### config.mk
export PLATFORM = sky130hd
export DESIGN_NAME = nibble_reduce_pipe
export DESIGN_NICKNAME = d
export VERILOG_FILES = /design/src/rtl/nibble_pkg.sv /design/src/rtl/nibble_reduce_stage.sv /design/src/rtl/nibble_reduce_pipe.sv
export SDC_FILE = /design/constraint.sdc
export NUM_CORES = 1
export LEC_CHECK = 0
export CELL_PAD_IN_SITES_DETAIL_PLACEMENT = 1
export CELL_PAD_IN_SITES_GLOBAL_PLACEMENT = 2
export CORE_MARGIN = 5
export CORE_UTILIZATION = 29
export DETAILED_ROUTE_END_ITERATION = 12
export MAX_ROUTING_LAYER = met4
export PLACE_DENSITY = 0.84
export SYNTH_ARGS = -nofsm -noshare
export SYNTH_HDL_FRONTEND = slang
export SYNTH_SLANG_ARGS = --single-unit
### constraint.sdc
create_clock -name CLK -period 2.1 [get_ports CLK]
set_input_delay 0.21 -clock CLK [delete_from_list [all_inputs] [get_ports CLK]]
set_output_delay 0.21 -clock CLK [all_outputs]
set_load 0.01 [all_outputs]
### src/rtl/nibble_pkg.sv
// Shared constants and helpers for the nibble reduction pipeline.
package nibble_pkg;

  localparam logic [1:0] MODE_MAX = 2'd0;
  localparam logic [1:0] MODE_MIN = 2'd1;
  localparam logic [1:0] MODE_SEL = 2'd2;
  localparam logic [1:0] MODE_XOR = 2'd3;

  // Widest lane the node operator handles; callers zero-extend and truncate.
  localparam int unsigned NIB_MAX_W = 32;
  typedef logic [NIB_MAX_W-1:0] nib_t;

  function automatic int unsigned clog2(input int unsigned v);
    int unsigned r;
    r = 0;
    for (int unsigned i = 0; i < 32; i++) begin
      if ((64'd1 << i) < 64'(v)) r = i + 1;
    end
    return r;
  endfunction

  function automatic nib_t node_op(input logic [1:0] mode, input nib_t lo,
                                   input nib_t hi, input logic steer);
    nib_t res;
    res = lo;
    case (mode)
      MODE_MAX: res = (hi > lo) ? hi : lo;
      MODE_MIN: res = (hi < lo) ? hi : lo;
      MODE_SEL: res = steer ? hi : lo;
      default:  res = lo ^ hi;
    endcase
    return res;
  endfunction

endpackage

### src/rtl/nibble_reduce_stage.sv
// One registered level of the reduction tree: halves the lane count and
// consumes the low NODES_IN/2 steering bits.
module nibble_reduce_stage
  import nibble_pkg::*;
#(
  parameter int unsigned NODES_IN = 2,
  parameter int unsigned NIB_W    = 4,
  parameter int unsigned STEER_W  = 1
) (
  input  logic                         CLK,
  input  logic                         RESET,
  input  logic                         en,
  input  logic [NODES_IN*NIB_W-1:0]    lanes_in,
  input  logic [STEER_W-1:0]           steer_in,
  input  logic [1:0]                   mode_in,
  input  logic                         valid_in,
  output logic [NODES_IN/2*NIB_W-1:0]  lanes_out,
  output logic [STEER_W-1:0]           steer_out,
  output logic [1:0]                   mode_out,
  output logic                         valid_out
);

  localparam int unsigned NODES_OUT = NODES_IN / 2;

  logic [NODES_OUT*NIB_W-1:0] lanes_c;

  for (genvar i = 0; i < NODES_OUT; i++) begin : g_node
    assign lanes_c[i*NIB_W +: NIB_W] = NIB_W'(node_op(
      mode_in,
      NIB_MAX_W'(lanes_in[(2*i)*NIB_W +: NIB_W]),
      NIB_MAX_W'(lanes_in[(2*i+1)*NIB_W +: NIB_W]),
      steer_in[i]));
  end

  // Remaining steering bits shift down so the next level always starts at bit 0.
  always_ff @(posedge CLK) begin
    if (RESET) begin
      lanes_out <= '0;
      steer_out <= '0;
      mode_out  <= MODE_MAX;
      valid_out <= 1'b0;
    end else if (en) begin
      lanes_out <= lanes_c;
      steer_out <= steer_in >> NODES_OUT;
      mode_out  <= mode_in;
      valid_out <= valid_in;
    end
  end

endmodule

### src/rtl/nibble_reduce_pipe.sv
// Pipelined nibble reducer: picks vector A or B, then folds it to one nibble
// through LEVELS registered tree stages under a single global enable.
module nibble_reduce_pipe
  import nibble_pkg::*;
#(
  parameter int unsigned NIB_W   = 4,
  parameter int unsigned NUM_NIB = 8,
  parameter int unsigned CNT_W   = 16
) (
  input  logic                      CLK,
  input  logic                      RESET,
  input  logic                      IN_VALID,
  output logic                      IN_READY,
  input  logic [NUM_NIB*NIB_W-1:0]  DATA_A,
  input  logic [NUM_NIB*NIB_W-1:0]  DATA_B,
  input  logic [NUM_NIB-2:0]        SEL_A,
  input  logic [NUM_NIB-2:0]        SEL_B,
  input  logic                      SEL_AB,
  input  logic [1:0]                MODE,
  output logic                      OUT_VALID,
  input  logic                      OUT_READY,
  output logic [NIB_W-1:0]          DATA_OUT,
  output logic [CNT_W-1:0]          OUT_COUNT
);

  localparam int unsigned LEVELS = clog2(NUM_NIB);
  localparam int unsigned DW     = NUM_NIB * NIB_W;
  localparam int unsigned SW     = NUM_NIB - 1;
  // All levels' lanes packed back to back: stage 0 at the bottom, root on top.
  localparam int unsigned BUS_W  = (2 * NUM_NIB - 1) * NIB_W;

  logic             en;
  logic [BUS_W-1:0] lane_bus;
  logic [SW-1:0]    steer_s [LEVELS+1];
  logic [1:0]       mode_s  [LEVELS+1];
  logic             valid_s [LEVELS+1];

  logic [DW-1:0]    s0_lanes;
  logic [SW-1:0]    s0_steer;
  logic [1:0]       s0_mode;
  logic             s0_valid;

  assign en       = ~RESET & ~(OUT_VALID & ~OUT_READY);
  assign IN_READY = en;

  // Input register; valid captures IN_VALID only on enabled cycles, i.e. accept.
  always_ff @(posedge CLK) begin
    if (RESET) begin
      s0_lanes <= '0;
      s0_steer <= '0;
      s0_mode  <= MODE_MAX;
      s0_valid <= 1'b0;
    end else if (en) begin
      s0_lanes <= SEL_AB ? DATA_B : DATA_A;
      s0_steer <= SEL_AB ? SEL_B : SEL_A;
      s0_mode  <= MODE;
      s0_valid <= IN_VALID;
    end
  end

  assign lane_bus[DW-1:0] = s0_lanes;
  assign steer_s[0]       = s0_steer;
  assign mode_s[0]        = s0_mode;
  assign valid_s[0]       = s0_valid;

  for (genvar l = 1; l <= LEVELS; l++) begin : g_lvl
    localparam int unsigned N_IN    = NUM_NIB >> (l - 1);
    localparam int unsigned OFF_IN  = (2 * NUM_NIB - 2 * N_IN) * NIB_W;
    localparam int unsigned OFF_OUT = (2 * NUM_NIB - N_IN) * NIB_W;

    nibble_reduce_stage #(
      .NODES_IN (N_IN),
      .NIB_W    (NIB_W),
      .STEER_W  (SW)
    ) u_stage (
      .CLK       (CLK),
      .RESET     (RESET),
      .en        (en),
      .lanes_in  (lane_bus[OFF_IN +: N_IN*NIB_W]),
      .steer_in  (steer_s[l-1]),
      .mode_in   (mode_s[l-1]),
      .valid_in  (valid_s[l-1]),
      .lanes_out (lane_bus[OFF_OUT +: (N_IN/2)*NIB_W]),
      .steer_out (steer_s[l]),
      .mode_out  (mode_s[l]),
      .valid_out (valid_s[l])
    );
  end

  assign OUT_VALID = valid_s[LEVELS];
  assign DATA_OUT  = lane_bus[BUS_W-1 -: NIB_W];

  always_ff @(posedge CLK) begin
    if (RESET) begin
      OUT_COUNT <= '0;
    end else if (OUT_VALID & OUT_READY) begin
      OUT_COUNT <= OUT_COUNT + CNT_W'(1);
    end
  end

endmodule
* Word-level counts from Yosys, hierarchy flattened
Cells that the tools add are included.
Word-level totals: register bits 97, bits of input ports 85, output and inout port bits 22, logic and storage cells 82
Operators by class: $add $sub $neg 1, magnitude comparators 14, equality and inequality tests 6, muxes and demuxes 30, bitwise logic cells 13, reductions and logical operators 3
Operator list (count):
- $mux 4 | 21
- $pmux 4 s3 | 7
- $mux 32 | 1
- $gt 4x4->1 | 7
- $lt 4x4->1 | 7
- $xor 4x4->4 | 7
- $add 16x1->16 const B | 1
- $mux 7 | 1
- $eq 2x1->1 const B | 3
- $eq 2x2->1 const B | 3
- $logic_not 2->1 | 3
- $and 1x1->1 | 3
- $not 1->1 | 3

* Logic depth before layout (Yosys ltp)
Gate-level depths: netlist of run 1.
depth after elaboration 4, depth in mapped cells 8, mapped depth without buffers 7

* Modules after synthesis
Synthesis of run 1 repeated with hierarchy kept, for this count alone.
Unflattened totals: cell total of the unflattened synthesis 888, area, all modules 7239.4 um^2
By module, submodules not included:
- nibble_reduce_pipe | times used 1, cells an instance 272, area an instance 2529.9 um^2, sequential area each 1161.1 um^2
- nibble_reduce_stage at g_lvl[1].u_stage | times used 1, cells an instance 343, area an instance 2431.1 um^2, sequential area each 440.4 um^2
- nibble_reduce_stage at g_lvl[2].u_stage | times used 1, cells an instance 164, area an instance 1357.6 um^2, sequential area each 320.3 um^2
- nibble_reduce_stage at g_lvl[3].u_stage | times used 1, cells an instance 109, area an instance 920.9 um^2, sequential area each 260.2 um^2

* Worst setup path after synthesis of run 1
No wires, ideal clock.
path type flip-flop to flip-flop, from register s0_lanes[27], to register g_lvl[1].u_stage.lanes_out[12], library setup time 0.117 ns, data arrival time 2.021 ns, required time 1.983 ns, slack -0.039 ns, cell stages (with the launch flop) 8, path buffers 0, period minus slack after synthesis 2.139 ns, cell sequence dfxtp_1 -> inv_1 -> ha_1 -> and4_2 -> a32oi_1 -> o211ai_1 -> or4_1 -> a32o_1
Between the ends: word-level cells in the longest chain between the ends 3, elaborated cells between the ends (all ways) 5, those cells by class 2 x order compare; 3 x mux
RTL lines:
- start, declared | RTL line nibble_reduce_pipe.sv:38 | logic [DW-1:0] s0_lanes;
- start signal, assigned | RTL line nibble_reduce_pipe.sv:54 | s0_lanes <= SEL_AB ? DATA_B : DATA_A;
- $lt 4x4->1 / $gt 4x4->1 (equally long branches) | RTL line nibble_pkg.sv:28, nibble_pkg.sv:27
- $mux 4 (on tied branches) | RTL line nibble_pkg.sv:28, nibble_pkg.sv:27
- $pmux 4 s3 * | RTL line nibble_pkg.sv:26 | case (mode)
- end signal, assigned | RTL line nibble_reduce_stage.sv:43 | lanes_out <= lanes_c;
- end, declared | RTL line nibble_reduce_stage.sv:17 | output logic [NODES_IN/2*NIB_W-1:0] lanes_out,
Mark *: on every way between the ends. The rest lies on a longest branch, timed or not. A chain may end at the register's enable or synchronous reset.

* Worst setup path in the final report of run 1
from register s0_lanes[27], to register g_lvl[1].u_stage.lanes_out[13]
The elaborated chain is that of the path after synthesis.

==> impl_results.md, run 1 <==
- Max_cap viols: 0
- Die area: 25,000 um2
- Vias per inst: 5.34
- Layout Cells excl Fill: between 1,000 and 1,500
- Filler Cells Inserted: around 2,600
- Clk sinks: 97
- Drt pass-1 iters: 4
- Hold Fails Final Rpt: 0
- Max Fclk: approximately 500 MHz
- Skew final: slightly below 9 ps
- # nets final: around 1,100
- Hold EP: OUT_COUNT[1]
- Root buffer cell: clkbuf_16
- LEAKAGE: approximately 0.0035 uW
- Length of routed met2 wiring: 10,500 um
- Clock transition at path regs: 70 ps
- Flop pwr share: 35.2%
- Synthesized cell area: 6360 um2
- CTS tree: done
- GRT Total Usage: around 17%
- Placed Area: roughly 8300 um2
- Dominant cell type by area after synthesis: dfxtp_1
- Rel. slew slack: between 50% and 60%
- Fin crit share: 95.8%
- CP top delay family: simple AND/OR/NAND/NOR gates
- Sw Pwr: about 1800 uW
- RR Endpoint: g_lvl[1].u_stage.lanes_out[13]
- Maximum clock path buffer count: 2
- Synth Warn #: 0
- Ys flop type: dfxtp_1
- Comb power frac: 31.7%
- DR top layer: met4
- Setup TNS: 0 ps
- Die width: 158 um
- Mapped Cells: between 700 and 800
- Final setup viols: 0
- ANT cells: 0
- Post-route ant nets: 0
- Initial core utilization: 29.3%
- Row cnt: 54
- P&R area growth vs syn: 39.0%
- Max Slew Vio Count: 0
- Worst Path Arrival: 2270 ps
- Worst r2r src: s0_lanes[27]
- Chip height: roughly 160 um
- Worst Path Buf+Inv: 2
- Hold/Removal Path Class: in -> reg
- R2R Setup Slk: roughly 87 ps
- Via Count: 6,600
- Drt drc: 0
- Crit path cell chain: inv_1, ha_4, a21oi_4, buf_4, and4_1, or4_1, a32o_1
- Synth Net Count: approximately 900
- Tmin final: between 2000 and 2500 ps
- Yosys cell types: 58
- Layout cells sized above 1: 17.7%
- Vias in the first global route: 6,754
- #FFs+latches synth: 97
- Avg WL per Cell: 17.5 um
- Slowest library cell on the worst path: or4_1
- Layout Utilization: 40.8%
- Initial detailed-routing violation count: 309
- Hold depth: 3
- Post-synth top area share: between 30% and 40%
- Status: completed
- Critical-path maximum fanout: 7
- Post-Route M1 WL: just under 10,000 um
- Synth top area cells: dfxtp_1 (31%), mux2i_1 (9.6%), a211oi_1 (6.4%), ha_1 (5.7%), a21oi_1 (5.1%)
- Gpl congestion: 0.843
- Num CTS Buffers: 9
- Critical Path Max Stage Delay: approximately 500 ps
- Internal Power: around 4100 uW
- Max VDD drop: 0.000299 V
- Worst skew pair latency: about 360 ps
- Critical path class: reg -> reg
- Design Area, Final: just under 9000 um2
- Async S/R FF share, synth: 0%
- Post-synthesis sequential area ratio: 30.5%
- HPWL after DPL: 16,100 um
- P per Cell Area: 674 nW/um2
- Ports: 107
- Worst Setup End Kind: register
- Post-Route WL: 21,600 um
- Slew @ Worst Pin: 729 ps
- Port Buffers: 106
- Synthesized area per cell: 8.10 um2
- Tot Pwr: 5970 uW
- CP required: ~2400 ps
- Grt ovf: 0
- Met3 WL post-DR: 875 um
- Number of enable flip-flop cells after synthesis: 0
- R2R cell count: 7
- First-pass GRT wire length: between 30,000 and 40,000 um
- Core footprint: 21,700 um2
- Hold Crit Start: OUT_READY
- Placed cells: 1,218
- H-Tree Depth: 3
- Antenna violations before repair: 0
- Setup crit start kind: register
- Clock power share: between 30% and 40%
- Switching share of total power: roughly 31%
- Largest net degree at the start of global routing: 100
[power groups by stage]
stage	Clock, uW	Combinational [uW]	Sequential [uW]
6_report	1970	1890	2100
5_1_grt	2070	2060	2120
4_1_cts	2010	1800	2090
3_5_place_dp	0	1760	2140
3_3_place_gp	0	1720	2130
2_1_floorplan	0	978	2120
[flip-flops by register name, summed over array words and instances, names as in the netlist]
name,count
s0_steer,7
OUT_COUNT,16
g_lvl.u_stage.valid_out,3
g_lvl.u_stage.steer_out,4
s0_lanes,32
s0_mode,2
s0_valid,1
g_lvl.u_stage.mode_out,4
g_lvl.u_stage.lanes_out,28
[worst max path at each step]
| stage | depth (start not counted) | from | to |
|---|---|---|---|
| global route | 5 | s0_mode[1] | g_lvl[1].u_stage.lanes_out[5] |
| CTS | 5 | OUT_READY | IN_READY |
| detailed placement | 7 | OUT_READY | g_lvl[1].u_stage.lanes_out[5] |
| finish | 7 | s0_lanes[27] | g_lvl[1].u_stage.lanes_out[13] |
| floorplan | 7 | s0_lanes[25] | g_lvl[1].u_stage.lanes_out[12] |
| global placement | 6 | s0_lanes[27] | g_lvl[1].u_stage.lanes_out[13] |
[cell usage after synthesis (13+ instances only)]
master and number:
nand3_1 30, ha_1 29, inv_1 38, nor2b_1 13
dfxtp_1 97, a211oi_1 54, nand2_1 84, o21ai_0 21
mux2i_1 61, clkbuf_1 37, nor2_1 71, o211ai_1 21
a21oi_1 65
[cell families after synthesis]
kind of cell | count (synthesis) | share of synthesized area [%]
buffers and inverters | 90 | 6.33
multiplexers | 75 | 12.1
adder cells (fa/ha/maj) | 29 | 5.70
XOR/XNOR | 13 | 1.79
flip-flops | 97 | 30.5
AND/OR/NAND/NOR | 252 | 18.6
AO/OA/AOI/OAI | 229 | 25.0
[cell type report]
cell class                      instances  area, um2  area share, %
Inverter                               40        150           1.70
Tap cell                              280        350           3.96
Multi-Input combinational cell        598       4200           47.5
Clock buffer                           10        239           2.70
Clock inverter                          5        104           1.17
Timing Repair Buffer                  206       1850           21.0
Sequential cell                        97       1950           22.1
[layout by cell type, fill, tap and decap left out, drive strengths merged, types with 4 or more instances in the layout]
master | Yosys | final
xor2 | 4 | 4
a221oi | 8 | 8
clkdlybuf4s50 | 0 | 103
a311oi | 5 | 5
a32o | 4 | 4
ha | 29 | 29
mux2 | 14 | 14
inv | 38 | 38
nor3 | 6 | 6
nand3 | 30 | 30
a21oi | 65 | 65
and3 | 12 | 12
a211o | 4 | 4
mux2i | 61 | 61
or3 | 6 | 6
clkinv | 2 | 4
nand2b | 4 | 4
a221o | 5 | 5
and4 | 9 | 9
dfxtp | 97 | 97
nor2 | 71 | 71
xnor2 | 9 | 9
o21a | 5 | 5
nand2 | 84 | 84
a211oi | 54 | 54
o211ai | 22 | 22
o21ai | 21 | 21
nand4 | 6 | 6
nor2b | 14 | 14
clkbuf | 42 | 10
buf | 8 | 102
o31ai | 9 | 9
[per-stage QoR]
| stage | worst slack (ps) | hold WS (ps) |
|---|---|---|
| after global routing | -26.2 | 334 |
| after detailed placement | -96.9 | 456 |
| after CTS | 9.49 | 366 |
| final | 87.2 | 285 |
| after global placement | -30.5 | 442 |
| after floorplan | 5.67 | 350 |
[worst min-delay path: cells and delay by family]
kind	cells	cell delay, ps
buf+inv	1	200
compound gates	1	50
simple gates	1	120
[layer usage]
layer | vias up | global-route usage (%)
li1 | 3235 | -
met1 | 3170 | 22.1
met2 | 149 | 28.7
met3 | 46 | 2.38
met4 | 0 | 5.65
met5 | - | -
[timing repair]
| action | CTS | global route |
|---|---|---|
| pin swaps | 2 | 22 |
| hold buffers | 0 | 0 |
| setup buffers | 1 | 2 |
| setup endpoints to repair | 6 | 21 |
| resized for setup | 6 | 36 |
(Power assumes the default switching activity.)
==> run 2, diff against run 1 <==
--- a/config.mk
+++ b/config.mk
@@ -10,8 +10,10 @@
 export CORE_MARGIN = 5
 export CORE_UTILIZATION = 29
 export DETAILED_ROUTE_END_ITERATION = 12
+export GPL_ROUTABILITY_DRIVEN = 1
 export MAX_ROUTING_LAYER = met4
 export PLACE_DENSITY = 0.84
+export SKIP_LAST_GASP = 1
 export SYNTH_ARGS = -nofsm -noshare
 export SYNTH_HDL_FRONTEND = slang
 export SYNTH_SLANG_ARGS = --single-unit
==> results of run 2 <==
Same layout as run 1: the final DEF is identical, and so are final timing and power.
==> edit, RTL diff (config.mk and constraints of run 2) <==
Change the parameter `NUM_NIB` from 8 to 16.
--- a/src/rtl/nibble_reduce_pipe.sv
+++ b/src/rtl/nibble_reduce_pipe.sv
@@ -6,3 +6,3 @@
   parameter int unsigned NIB_W   = 4,
-  parameter int unsigned NUM_NIB = 8,
+  parameter int unsigned NUM_NIB = 16,
   parameter int unsigned CNT_W   = 16
Ports: changed (resized DATA_A, DATA_B, SEL_A and SEL_B); port bits go from 107 to 187. No check against the original RTL was run, so the function may have changed too.
==> edit against run 2 <==
  * The flow now finishes with violations (negative setup slack)
  * Total power up 95%
  * Sequential cell count up 82
  * Routed wire length up 98%
  * Count of clock-buffer cells in the layout up 14
  * Synthesized area up 86%
  * Die area up 80%
  * Combinational power up 110%
  * Setup slack worse by 0.089 ns
  * Cell area up 87%
  * Core utilization down 0.15 points
  * Largest cell class unchanged
==> edit: results (changes against run 2) <==
Status
  – Status: complete, but fails checks (was finished clean)
  – Violated checks: negative setup slack

Synth
  – Top cells by count, synth: sky130_fd_sc_hd__dfxtp_1, sky130_fd_sc_hd__nand2_1, sky130_fd_sc_hd__a21oi_1, sky130_fd_sc_hd__nor2_1, sky130_fd_sc_hd__mux2i_1 (was sky130_fd_sc_hd__dfxtp_1, sky130_fd_sc_hd__nand2_1, sky130_fd_sc_hd__nor2_1, sky130_fd_sc_hd__a21oi_1, sky130_fd_sc_hd__mux2i_1)
  – Multiplexer share of the synthesized area: 10.8% (was 12.1%)
  – Number of standard cells after synthesis: 1495 (was 785)
  – Fraction of the mapped netlist area in compound gates: 29.4% (was 25.0%)
  – Share of the synthesized netlist area taken by xor and xnor gates: 0.888% (was 1.79%)
  – Number of unique standard cell types used by synthesis: 64 (was 58)
  – Net count after synthesis: 1721 (was 899)

Route
  – Post-Route WL: 42900 µm (was 21600 µm)
  – Count of TritonRoute iterations in the first routing pass: 7 (was 4)
  – Iter 0 DRT Violations: 765 (was 309)

Critical path
  – Worst reg2reg endpoint: g_lvl[1].u_stage.lanes_out[22]$_SDFFE_PP0P_ (was g_lvl[1].u_stage.lanes_out[13]$_SDFFE_PP0P_)
  – Max stage delay cell, worst path: sky130_fd_sc_hd__mux2_2 (was sky130_fd_sc_hd__or4_1)

Place
  – Routability cong.: 0.883 (was 0.843)
  – Post-detail-place hpwl: 31900 µm (was 16100 µm)

Timing
  – Final setup viols: 1 (was 0)
  – Setup total negative slack: -0.00222 ns (was 0 ns)
  – Crit path setup slack, layout: -0.00222 ns (was 0.0872 ns)

Final layout
  – Non-filler instance count after layout: 2323 (was 1236)
  – Share of cells above drive strength 1: 18.5% (was 17.7%)

GRT
  – Global routing usage summed across all routing layers: 19.1% (was 17.4%)
  – Met3 capacity usage during global routing: 2.27% (was 2.38%)
  – Met2 global-route usage: 31.5% (was 28.7%)
  – Number of global-route vias before repair: 12800 (was 6754)
[edit: power by group]
| part | switching (W) | internal (W) | leakage (nW) |
|---|---|---|---|
| clock network | 0.00143 | 0.00224 | 0.321 |
| registers | 0.000247 | 0.00366 | 1.48 |
| logic | 0.00202 | 0.00202 | 4.82 |
| total | 0.00369 | 0.00792 | 6.62 |
[edit: timing repair]
| action | 4_1_cts | 5_1_grt |
|---|---|---|
| pin swaps | 2 | 35 |
| gates resized for setup | 4 | 89 |
| endpoints found under the setup margin | 7 | 48 |
| buffers inserted | 1 | 15 |
| hold endpoints to repair | 0 | 0 |
[edit: final cells by class]
type | count | area share, %
clock buffers | 24 | 2.98
clock inverters | 8 | 1.04
well taps | 532 | 4.03
flip-flops and latches | 179 | 21.8
multi-input cells | 1131 | 47.9
inverters | 75 | 1.70
repair buffers | 374 | 20.5
[edit: worst min path at each step]
stage / cells past startpoint / to / from / slack (ns)
after floorplan: 2 / s0_mode[0]$_SDFFE_PP0P_ / MODE[0] / 0.35
after global placement: 2 / g_lvl[3].u_stage.valid_out$_SDFFE_PP0P_ / g_lvl[3].u_stage.valid_out$_SDFFE_PP0P_ / 0.44
after detailed placement: 2 / g_lvl[1].u_stage.steer_out[6]$_SDFFE_PP0P_ / g_lvl[1].u_stage.steer_out[6]$_SDFFE_PP0P_ / 0.45
after CTS: 3 / s0_lanes[17]$_SDFFE_PP0P_ / SEL_AB / 0.23
after global routing: 3 / g_lvl[1].u_stage.steer_out[5]$_SDFFE_PP0P_ / RESET / 0.24
final: 3 / g_lvl[1].u_stage.steer_out[5]$_SDFFE_PP0P_ / RESET / 0.24
[edit: per-layer routing]
metal	share of wire, %	routed length, µm
met1	47	20300
met5	0	0
met3	3.5	1490
met4	1.6	699
met2	47	20400
